<file path="config.mk">
export PLATFORM = sky130hd
export DESIGN_NAME = mbist_resp_analyzer
export DESIGN_NICKNAME = d
export VERILOG_FILES = /design/src/rtl/mbist_pkg.sv /design/src/rtl/mbist_fail_fifo.sv /design/src/rtl/mbist_resp_analyzer.sv
export SDC_FILE = /design/constraint.sdc
export NUM_CORES = 1
export LEC_CHECK = 0
export CORE_MARGIN = 5
export CORE_UTILIZATION = 45
export CTS_CLUSTER_DIAMETER = 40
export CTS_CLUSTER_SIZE = 24
export DETAILED_ROUTE_END_ITERATION = 6
export SYNTH_ARGS = -nofsm -noshare
export SYNTH_HDL_FRONTEND = slang
export SYNTH_HIERARCHICAL = 1
export SYNTH_SLANG_ARGS = --single-unit
</file>
<file path="constraint.sdc">
create_clock -name clk -period 3.4 [get_ports clk]
set_input_delay 0.68 -clock clk [delete_from_list [all_inputs] [get_ports clk]]
set_output_delay 0.68 -clock clk [all_outputs]
set_load 0.02 [all_outputs]
</file>
<file path="src/rtl/mbist_pkg.sv">
// Shared definitions for the MBIST response analyzer.
//   mbist_state_e : analyzer FSM encoding
//   entry_w()     : width of one fail-log entry ({addr, expected bit})
//   sat_inc()     : saturating increment for counters up to 32 bits wide
package mbist_pkg;

  typedef enum logic [1:0] {
    ST_IDLE   = 2'd0,
    ST_ACTIVE = 2'd1,
    ST_DRAIN  = 2'd2,
    ST_DONE   = 2'd3
  } mbist_state_e;

  function automatic int entry_w(input int addr_w);
    return addr_w + 1;
  endfunction

  // Increments val, holding at 2^width-1.
  function automatic logic [31:0] sat_inc(input logic [31:0] val, input int width);
    logic [31:0] max_v;
    max_v = (width >= 32) ? 32'hFFFF_FFFF : ((32'd1 << width) - 32'd1);
    return (val >= max_v) ? max_v : (val + 32'd1);
  endfunction

endpackage

</file>
<file path="src/rtl/mbist_fail_fifo.sv">
// Fail-log FIFO for the MBIST response analyzer.
// Synchronous FIFO with a registered head entry that only changes on a pop
// or on a push into an empty FIFO, so it is stable while the consumer stalls.
// A push into a full FIFO is accepted when a pop happens in the same cycle;
// otherwise it is dropped and o_drop pulses.
//   i_clk, i_rst_n : clock, async active-low reset
//   i_flush        : synchronous clear of all entries
//   i_push, i_data : write request and entry
//   i_pop          : read request (ignored when empty)
//   o_empty        : no entries stored
//   o_drop         : push rejected because the FIFO was full
//   o_head         : registered oldest entry
module mbist_fail_fifo #(
  parameter int W     = 7,
  parameter int DEPTH = 8
) (
  input  logic         i_clk,
  input  logic         i_rst_n,
  input  logic         i_flush,
  input  logic         i_push,
  input  logic [W-1:0] i_data,
  input  logic         i_pop,
  output logic         o_empty,
  output logic         o_drop,
  output logic [W-1:0] o_head
);

  localparam int AW = $clog2(DEPTH);

  logic [W-1:0] r_mem [DEPTH];
  logic [AW:0]  r_wr_ptr;
  logic [AW:0]  r_rd_ptr;
  logic [W-1:0] r_head;

  logic         w_empty;
  logic         w_full;
  logic         w_pop;
  logic         w_push;
  logic [AW:0]  w_rd_ptr_nxt;
  logic [W-1:0] w_head_nxt;

  assign w_empty      = (r_wr_ptr == r_rd_ptr);
  assign w_full       = (r_wr_ptr[AW] != r_rd_ptr[AW]) &&
                        (r_wr_ptr[AW-1:0] == r_rd_ptr[AW-1:0]);
  assign w_pop        = i_pop & ~w_empty;
  assign w_push       = i_push & (~w_full | w_pop);
  assign w_rd_ptr_nxt = r_rd_ptr + {{AW{1'b0}}, w_pop};

  // If the push lands in the slot that becomes the head, forward it directly.
  always_comb begin
    w_head_nxt = r_mem[w_rd_ptr_nxt[AW-1:0]];
    if (w_push && (r_wr_ptr[AW-1:0] == w_rd_ptr_nxt[AW-1:0])) begin
      w_head_nxt = i_data;
    end
  end

  always_ff @(posedge i_clk) begin
    if (w_push && !i_flush) begin
      r_mem[r_wr_ptr[AW-1:0]] <= i_data;
    end
  end

  always_ff @(posedge i_clk or negedge i_rst_n) begin
    if (!i_rst_n) begin
      r_wr_ptr <= '0;
      r_rd_ptr <= '0;
      r_head   <= '0;
    end else if (i_flush) begin
      r_wr_ptr <= '0;
      r_rd_ptr <= '0;
      r_head   <= '0;
    end else begin
      r_rd_ptr <= w_rd_ptr_nxt;
      r_wr_ptr <= r_wr_ptr + {{AW{1'b0}}, w_push};
      if (w_pop || (w_push && w_empty)) begin
        r_head <= w_head_nxt;
      end
    end
  end

  assign o_empty = w_empty;
  assign o_drop  = i_push & ~w_push & ~i_flush;
  assign o_head  = r_head;

endmodule

</file>
<file path="src/rtl/mbist_resp_analyzer.sv">
// MBIST response analyzer.
// Tracks BIST read requests through an RD_LAT-deep pipeline, compares the
// returned memory bit against the expected bit, and logs failures.
//   clk, rst_n            : clock, async active-low reset
//   mode                  : 1 = BIST owns the memory
//   cs/we/oe_bist         : controller memory strobes
//   mem_addr, mem_pattern : request address and expected read value
//   mem_d_out             : memory read data, valid RD_LAT cycles after request
//   bist_done             : controller finished the march
//   fault_flag, fail_cnt  : sticky fault, saturating miscompare count
//   log_overflow          : sticky, a failure was dropped from the log
//   log_valid/ready/addr/exp : fail-log readout handshake
//   analysis_done         : every issued read has been compared
//
// state  | meaning
// IDLE   | not analysing; results and log held
// ACTIVE | capturing read requests
// DRAIN  | no new requests; waiting for pipeline and fail register to empty
// DONE   | analysis complete, held until mode drops
module mbist_resp_analyzer
  import mbist_pkg::*;
#(
  parameter int ADDR   = 6,
  parameter int RD_LAT = 1,
  parameter int DEPTH  = 8,
  parameter int CNT_W  = 8
) (
  input  logic             clk,
  input  logic             rst_n,
  input  logic             mode,
  input  logic             cs_bist,
  input  logic             we_bist,
  input  logic             oe_bist,
  input  logic [ADDR-1:0]  mem_addr,
  input  logic             mem_pattern,
  input  logic             mem_d_out,
  input  logic             bist_done,
  output logic             fault_flag,
  output logic [CNT_W-1:0] fail_cnt,
  output logic             log_overflow,
  output logic             log_valid,
  input  logic             log_ready,
  output logic [ADDR-1:0]  log_addr,
  output logic             log_exp,
  output logic             analysis_done
);

  localparam int EW  = entry_w(ADDR);
  localparam int DCW = $clog2(RD_LAT + 1);

  mbist_state_e     r_state;
  mbist_state_e     w_state_nxt;
  logic [DCW-1:0]   r_drain_cnt;
  logic             w_drain_load;

  logic             r_pipe_vld [RD_LAT];
  logic [EW-1:0]    r_pipe_ent [RD_LAT];
  logic             r_fail;
  logic [EW-1:0]    r_fail_ent;

  logic             r_fault;
  logic [CNT_W-1:0] r_fail_cnt;
  logic             r_log_ovf;

  logic             w_rd_req;
  logic             w_abort;
  logic             w_clear;
  logic             w_miscmp;
  logic             w_pop;
  logic             w_fifo_empty;
  logic             w_fifo_drop;
  logic [EW-1:0]    w_fifo_head;

  assign w_rd_req = mode & cs_bist & oe_bist & ~we_bist & (r_state == ST_ACTIVE);
  // mode falling mid-analysis: abandon in-flight reads.
  assign w_abort  = ~mode & ((r_state == ST_ACTIVE) | (r_state == ST_DRAIN));
  assign w_clear  = mode & (r_state == ST_IDLE);
  assign w_miscmp = r_pipe_vld[RD_LAT-1] & (mem_d_out != r_pipe_ent[RD_LAT-1][0]);
  assign w_pop    = ~w_fifo_empty & log_ready;

  // FSM
  always_ff @(posedge clk or negedge rst_n) begin
    if (!rst_n) begin
      r_state <= ST_IDLE;
    end else begin
      r_state <= w_state_nxt;
    end
  end

  always_comb begin
    w_state_nxt  = r_state;
    w_drain_load = 1'b0;
    case (r_state)
      ST_IDLE: begin
        if (mode) w_state_nxt = ST_ACTIVE;
      end
      ST_ACTIVE: begin
        if (!mode) begin
          w_state_nxt = ST_IDLE;
        end else if (bist_done) begin
          w_state_nxt  = ST_DRAIN;
          w_drain_load = 1'b1;
        end
      end
      ST_DRAIN: begin
        if (!mode) begin
          w_state_nxt = ST_IDLE;
        end else if (r_drain_cnt == '0) begin
          w_state_nxt = ST_DONE;
        end
      end
      ST_DONE: begin
        if (!mode) w_state_nxt = ST_IDLE;
      end
      default: w_state_nxt = ST_IDLE;
    endcase
  end

  // Loaded with RD_LAT, so DRAIN lasts RD_LAT+1 cycles: the last request
  // reaches the compare and its fail pulse is consumed on the DONE edge.
  always_ff @(posedge clk or negedge rst_n) begin
    if (!rst_n) begin
      r_drain_cnt <= '0;
    end else if (w_drain_load) begin
      r_drain_cnt <= DCW'(RD_LAT);
    end else if ((r_state == ST_DRAIN) && (r_drain_cnt != '0)) begin
      r_drain_cnt <= r_drain_cnt - DCW'(1);
    end
  end

  // Read pipeline and compare
  always_ff @(posedge clk or negedge rst_n) begin
    if (!rst_n) begin
      for (int i = 0; i < RD_LAT; i++) begin
        r_pipe_vld[i] <= 1'b0;
        r_pipe_ent[i] <= '0;
      end
      r_fail     <= 1'b0;
      r_fail_ent <= '0;
    end else begin
      r_pipe_vld[0] <= w_rd_req;
      r_pipe_ent[0] <= {mem_addr, mem_pattern};
      for (int i = 1; i < RD_LAT; i++) begin
        r_pipe_vld[i] <= r_pipe_vld[i-1] & ~w_abort;
        r_pipe_ent[i] <= r_pipe_ent[i-1];
      end
      r_fail     <= w_miscmp & ~w_abort;
      r_fail_ent <= r_pipe_ent[RD_LAT-1];
    end
  end

  // Results
  always_ff @(posedge clk or negedge rst_n) begin
    if (!rst_n) begin
      r_fault    <= 1'b0;
      r_fail_cnt <= '0;
      r_log_ovf  <= 1'b0;
    end else if (w_clear) begin
      r_fault    <= 1'b0;
      r_fail_cnt <= '0;
      r_log_ovf  <= 1'b0;
    end else if (r_fail) begin
      r_fault    <= 1'b1;
      r_fail_cnt <= CNT_W'(sat_inc(32'(r_fail_cnt), CNT_W));
      if (w_fifo_drop) r_log_ovf <= 1'b1;
    end
  end

  mbist_fail_fifo #(
    .W     (EW),
    .DEPTH (DEPTH)
  ) u_fail_fifo (
    .i_clk   (clk),
    .i_rst_n (rst_n),
    .i_flush (w_clear),
    .i_push  (r_fail),
    .i_data  (r_fail_ent),
    .i_pop   (w_pop),
    .o_empty (w_fifo_empty),
    .o_drop  (w_fifo_drop),
    .o_head  (w_fifo_head)
  );

  assign fault_flag    = r_fault;
  assign fail_cnt      = r_fail_cnt;
  assign log_overflow  = r_log_ovf;
  assign log_valid     = ~w_fifo_empty;
  assign log_addr      = w_fifo_head[EW-1:1];
  assign log_exp       = w_fifo_head[0];
  assign analysis_done = (r_state == ST_DONE);

endmodule

</file>
== Word-level counts from Yosys, hierarchy flattened ==
Memory sizes are Yosys's and may differ from the RTL's.
Index checks and enable logic that the tools add are counted.

* Register bits: 44
* Memory bits (writable): 56
* Output and inout bits: 19
* Word-level logic and storage cells: 93
* Memories kept: 1

{| class="wikitable"
|+ Memory list
! memory !! depth !! bits a word !! rd ports !! clocked after memory_dff !! wr ports !! RTL line !! source
|-
| u_fail_fifo.r_mem || 8 || 7 || 1 || 0 || 1 || mbist_fail_fifo.sv:30 || <nowiki>logic [W-1:0] r_mem [DEPTH];</nowiki>
|}

* $add $sub $neg: 4
* $lt $le $gt $ge: 1
* Eq/ne operators: 12
* Mux-type cells: 27
* Bitwise gates (word level): 22
* Reductions and logical operators: 14

{| class="wikitable"
|+ Operators with widths
! kind !! number
|-
| $mux W8 || 3
|-
| $mux W7 || 3
|-
| $and A1 B1 Y1 || 13
|-
| $mux W1 || 12
|-
| $mux W2 || 6
|-
| $add A4 B1 Y4 || 2
|-
| $add A8 B1 Y8 const B || 1
|-
| $ge A8 B8 Y1 const B || 1
|-
| $mux W4 || 2
|-
| $pmux W2 S4 || 1
|-
| $reduce_bool A2 Y1 || 4
|-
| $not A1 Y1 || 7
|-
| $eq A3 B3 Y1 || 2
|-
| $ne A3 B3 Y1 const B || 2
|-
| $logic_and A1 B1 Y1 || 5
|-
| $eq A2 B2 Y1 const B || 2
|-
| $eq A4 B4 Y1 || 1
|-
| $ne A2 B2 Y1 const B || 2
|-
| $reduce_and A4 Y1 || 1
|-
| $eq A2 B1 Y1 const B || 1
|-
| $logic_not A2 Y1 || 1
|-
| $ne A1 B1 Y1 || 2
|-
| $or A1 B1 Y1 || 2
|-
| $reduce_and A2 Y1 || 1
|-
| 3 further kinds || 3
|}

== Logic depth before layout (Yosys ltp) ==
* Depth in word-level cells: 12
* Mapped depth: 14
* Mapped depth without buffers: 11

== Hierarchy ==
The synthesis kept the hierarchy.

{| class="wikitable"
|+ Modules (own cells, without submodules)
! module !! times used !! cells each !! area an instance (sq um) !! sequential area each (sq um)
|-
| mbist_fail_fifo || 1 || 164 || 3105.5 || 2057.0
|-
| mbist_resp_analyzer || 1 || 92 || 1152.4 || 725.7
|}

== Worst setup path after synthesis ==
OpenSTA, ideal clock, no wires.

* Path kind: flip-flop to flip-flop
* Start point: reg u_fail_fifo.r_wr_ptr[1]
* End point: reg u_fail_fifo.r_head[1], in the netlist u_fail_fifo/o_head[1]
* Setup time: 0.127 ns
* Arrival time: 2.836 ns
* Data required time: 3.273 ns
* Slack: 0.436 ns
* Cell stages (with the launch flop): 14
* Path buffers: 3
* Period minus slack after synthesis: 2.964 ns
* Path through: dfrtp_1 > buf_2 > xnor2_2 > and4_4 > nor2b_1 > nor2b_1 > ha_1 > ha_1 > buf_6 > buf_6 > mux4_1 > mux2_2 > mux2i_1 > o2bb2ai_1

* Longest elaborated chain between the ends: 10
* Elaborated cells between the ends (all ways): 19
* Classes of those cells: add/sub: 1; eq/ne: 3; mux: 3; bitwise: 6; reduce/logical: 5; memory: 1

{| class="wikitable"
|+ Ends and longest elaborated chain
! what !! RTL line !! source
|-
| start, declared || mbist_fail_fifo.sv:31 || <nowiki>logic [AW:0] r_wr_ptr;</nowiki>
|-
| start signal, assigned || mbist_fail_fifo.sv:74 || <nowiki>r_wr_ptr <= r_wr_ptr + {{AW{1'b0}}, w_push};</nowiki>
|-
| $eq A4 B4 Y1 * || mbist_fail_fifo.sv:42 || <nowiki>assign w_empty = (r_wr_ptr == r_rd_ptr);</nowiki>
|-
| net w_fifo_empty || mbist_resp_analyzer.sv:70 || <nowiki>logic w_fifo_empty;</nowiki>
|-
| $not A1 Y1 * || mbist_resp_analyzer.sv:79 || <nowiki>assign w_pop = ~w_fifo_empty & log_ready;</nowiki>
|-
| $and A1 B1 Y1 * || mbist_resp_analyzer.sv:79 ||
|-
| net w_pop || mbist_resp_analyzer.sv:69 || <nowiki>logic w_pop;</nowiki>
|-
| $and A1 B1 Y1 * || mbist_fail_fifo.sv:45 || <nowiki>assign w_pop = i_pop & ~w_empty;</nowiki>
|-
| parallel branches: the longest is 6 deep, another holds $mem_v2 Z8 W7 || - ||
|-
| end signal, assigned || mbist_fail_fifo.sv:76 || <nowiki>r_head <= w_head_nxt;</nowiki>
|-
| end, declared || mbist_fail_fifo.sv:33 || <nowiki>logic [W-1:0] r_head;</nowiki>
|}

Mark *: on every way through the listed nets, which the timed path passes. The select of a mux whose other input is x is not followed.
A chain may end at the register's enable or synchronous reset.

== Final worst setup path ==
* Start point: reg u_fail_fifo.r_wr_ptr[3]
* End point: reg u_fail_fifo.r_head[4], in the netlist u_fail_fifo/o_head[4]

Same word-level chain as after synthesis.

==> results.md <==
* Synth unique cells at 49
* Vias at 2,256
* Synth Area in Simple Gates at 8.35%
* RePlAce Congestion at 0.767
* Layout Skew at 0.00690 ns
* Final setup vio count at 0
* Root Buffer: clkbuf_8
* Mapped Avg Cell Area at 16.6 sq um
* Overall Power at 2.32 mW
* Post-synthesis adder-cell area fraction at 2.64%
* Ys flop type: edfxtp_1
* Post-Synth XOR/XNOR Area at 3.53%
* M1 WL at 3.63 mm
* Max_slew headroom at 35.8%
* Yosys top cell area share at 39.5%
* Sequential fraction of the synthesis area at 65.4%
* Most frequent cell after synthesis: edfxtp_1
* Largest area contributor in the netlist: edfxtp_1
* Register Area at 2780 sq um
* Wire length on met2 at 3.32 mm
* Worst-skew pair later-pin latency at 0.35 ns
* Compound-Gate Fraction of Synth Area at 5.61%
* Total grt overflow at 0
* Required time at the worst-slack endpoint at 3.64 ns
* Leakage power at 1.97 nW
* Nets at 332
* Largest family of logic cells by synthesized area: multiplexers
* Top cells by instance count after synthesis: edfxtp_1 (56), dfrtp_1 (44), nor2_1 (15)
* Core footprint at 9240 sq um
* Final min period at 3.16 ns
* Number of flops mapped to enable cells by yosys at 56
* Critical path cell sequence: xnor2_2 -> and4_4 -> nor2b_1 -> nor2b_1 -> ha_1 -> ha_1 -> buf_4 -> mux4_1 -> mux2_2 -> mux2i_1 -> o2bb2ai_1
* Postcts setup bufs at 0
* N_diodes at 0
* Worst Hold Class: register to register
* CTS tree: yes
* Cells after synthesis at 256
* Crit path buf inv count at 1
* Multi-input logic area at 1380 sq um
* CP arrival at 3.40 ns
* Slowest stage delay, CP at 0.59 ns
* Die X at 107 um
* Initial DRT Pass Iterations at 4
* Die H at 107 um
* CP max FO at 11
* Num ports at 35
* Max-cap viol count at 0
* Unrepaired setup endpoints after global routing: no
* Buffers on Ports at 34
* FMAX at 0.316 GHz
* CP max stage cell: mux4_1
* Status: finished, final reports clean
* CTS Sinks at 100
* Vias per Instance at 5.12
* Clock slew at reported path FFs at 0.10 ns
* Post-Syn Area at 4260 sq um
* Die footprint at 11,500 sq um
* Initial core utilization at 46.1%
* Layout cells sized above 1 at 16.7%
* Setup TNS at 0 ns
* Fillcell total at 754
* Detailed Place HPWL at 4.97 mm
* Max-slew violation total from the final report at 0
* R2R setup slack at 0.24 ns
* Synth top area cells: edfxtp_1 (39%), dfrtp_1 (26%), mux4_1 (7.4%), ha_1 (2.6%), mux2i_1 (1.9%)
* Multiplexer share of the synthesized area at 12.2%
* FF+latch count, synth at 100
* WS Path Type: register to register
* DR WL met3 at 255 um
* Crit share post-route at 93.0%
* CP delay by family, top: multiplexers
* Vias in the first global route at 2,301
* Area grow syn2layout at 17.8%
* Num CTS Buffers at 9
* H-tree Lvls at 3
* Worst-Margin Slew at 0.963 ns
* Antenna viol nets, final at 0
* Peak supply drop at 0.218 mV
* Iter 0 DRT Violations at 51
* Largest net degree at the start of global routing at 45
* Crit end category: register
* Routed wire length at 7.29 mm
* Startpoint types: register
* Routed WL per cell at 16.5 um
* Pwr Density at 462 nW/um^2
* Post-Syn Nets at 281
* Endpoints failing hold at 0
* Top layer in use: met4
* Tot GR Track Use at 13.8%
* CTS Buffer Depth at 2
* First-pass GRT wire length at 12.2 mm
* Post-synth ARST share at 44.0%
* Initial antenna violation count at 0
* Post-CTS Hold Buffers at 0
* Yosys warns at 6
* Site Rows at 35
* Drt drc at 0
* Resized cells post-CTS at 0
metal layers:
| layer | GRT usage (%) | vias to the layer above |
|---|---|---|
| met1 | 19.7 | 1121 |
| li1 | - | 1090 |
| met5 | 0 | - |
| met2 | 20.5 | 38 |
| met3 | 3.84 | 7 |
| met4 | 4.29 | 0 |
sequential cells by signal, indices dropped and copies added (netlist names):
signal,count
fail_cnt,8
fault_flag,1
log_overflow,1
r_drain_cnt,1
r_fail,1
r_fail_ent,7
r_pipe_ent,7
r_pipe_vld,1
r_state,2
u_fail_fifo/o_head,7
u_fail_fifo/r_mem,56
u_fail_fifo/r_rd_ptr,4
u_fail_fifo/r_wr_ptr,4
where the power goes:
| part | internal (mW) | total (mW) | switching [mW] |
|---|---|---|---|
| clock network | 0.346 | 0.752 | 0.407 |
| logic | 0.0902 | 0.218 | 0.127 |
| registers | 1.31 | 1.35 | 0.0341 |
layout by cell type, fill, tap and decap left out, drive strengths merged, types with 6 or more instances in the layout:
cell type,n
clkbuf,9
buf,17
ha,9
mux2i,8
xnor2,6
nor2b,11
inv,10
mux4,14
edfxtp,56
mux2,7
dfrtp,44
nor2,15
o2bb2ai,7
clkdlybuf4s50,33
kinds of logic after synthesis:
logic type | after synthesis
buffers and inverters | 18
AND/OR/NAND/NOR | 58
adder cells (fa/ha/maj) | 9
AO/OA/AOI/OAI | 30
multiplexers | 29
XOR/XNOR | 12
flip-flops | 100
per-stage QoR:
step / hold WS [ns] / utilization, % / instance area [sq um] / std cells / setup slack (ns)
after floorplan: 0.331 / - / 4260 / 256 / 0.436
after global placement: 0.334 / 52.1 / 4820 / 425 / 0.0314
after detailed placement: 0.336 / 52.1 / 4820 / 425 / 0.0313
after CTS: 0.357 / 54.3 / 5020 / 441 / 0.229
after global routing: 0.364 / 54.3 / 5020 / 441 / 0.0466
final: 0.357 / 54.3 / 5020 / 441 / 0.238
cell type report:
class / count / share of cell area (%)
Clock buffer: 9 / 2.47
Sequential cell: 100 / 55.5
Multi-Input combinational cell: 138 / 27.4
Tap cell: 129 / 3.22
Clock inverter: 7 / 1.50
Inverter: 8 / 0.599
Timing Repair Buffer: 50 / 9.33
worst register-to-register path: cells and delay by family, from the launching register on:
| family | cells | cell delay, ns |
|---|---|---|
| muxes | 3 | 1.04 |
| buffers and inverters | 1 | 0.23 |
| xor gates and xnor gates | 1 | 0.27 |
| AOI/OAI and AO/OA | 1 | 0.08 |
| DFF | 1 | 0.43 |
| and+or+nand+nor | 3 | 0.48 |
| adders and majority gates | 2 | 0.53 |
path summary, 6_finish.rpt:
kind	start	end	depth (start not counted)
worst max-delay path	u_fail_fifo/r_wr_ptr[3]$_DFF_PN0_	u_fail_fifo/o_head[4]$_DFFE_PN0P_	11
worst min-delay path	r_pipe_ent[5]$_DFF_PN0_	r_fail_ent[5]$_DFF_PN0_	0
worst max register to register	u_fail_fifo/r_wr_ptr[3]$_DFF_PN0_	u_fail_fifo/o_head[4]$_DFFE_PN0P_	11
worst min register to register	r_pipe_ent[5]$_DFF_PN0_	r_fail_ent[5]$_DFF_PN0_	0
max in group asynchronous	rst_n	u_fail_fifo/r_rd_ptr[0]$_DFF_PN0_	1
min in group asynchronous	rst_n	fail_cnt[4]$_DFFE_PN0P_	1
Power figures use the tool's default switching activity.
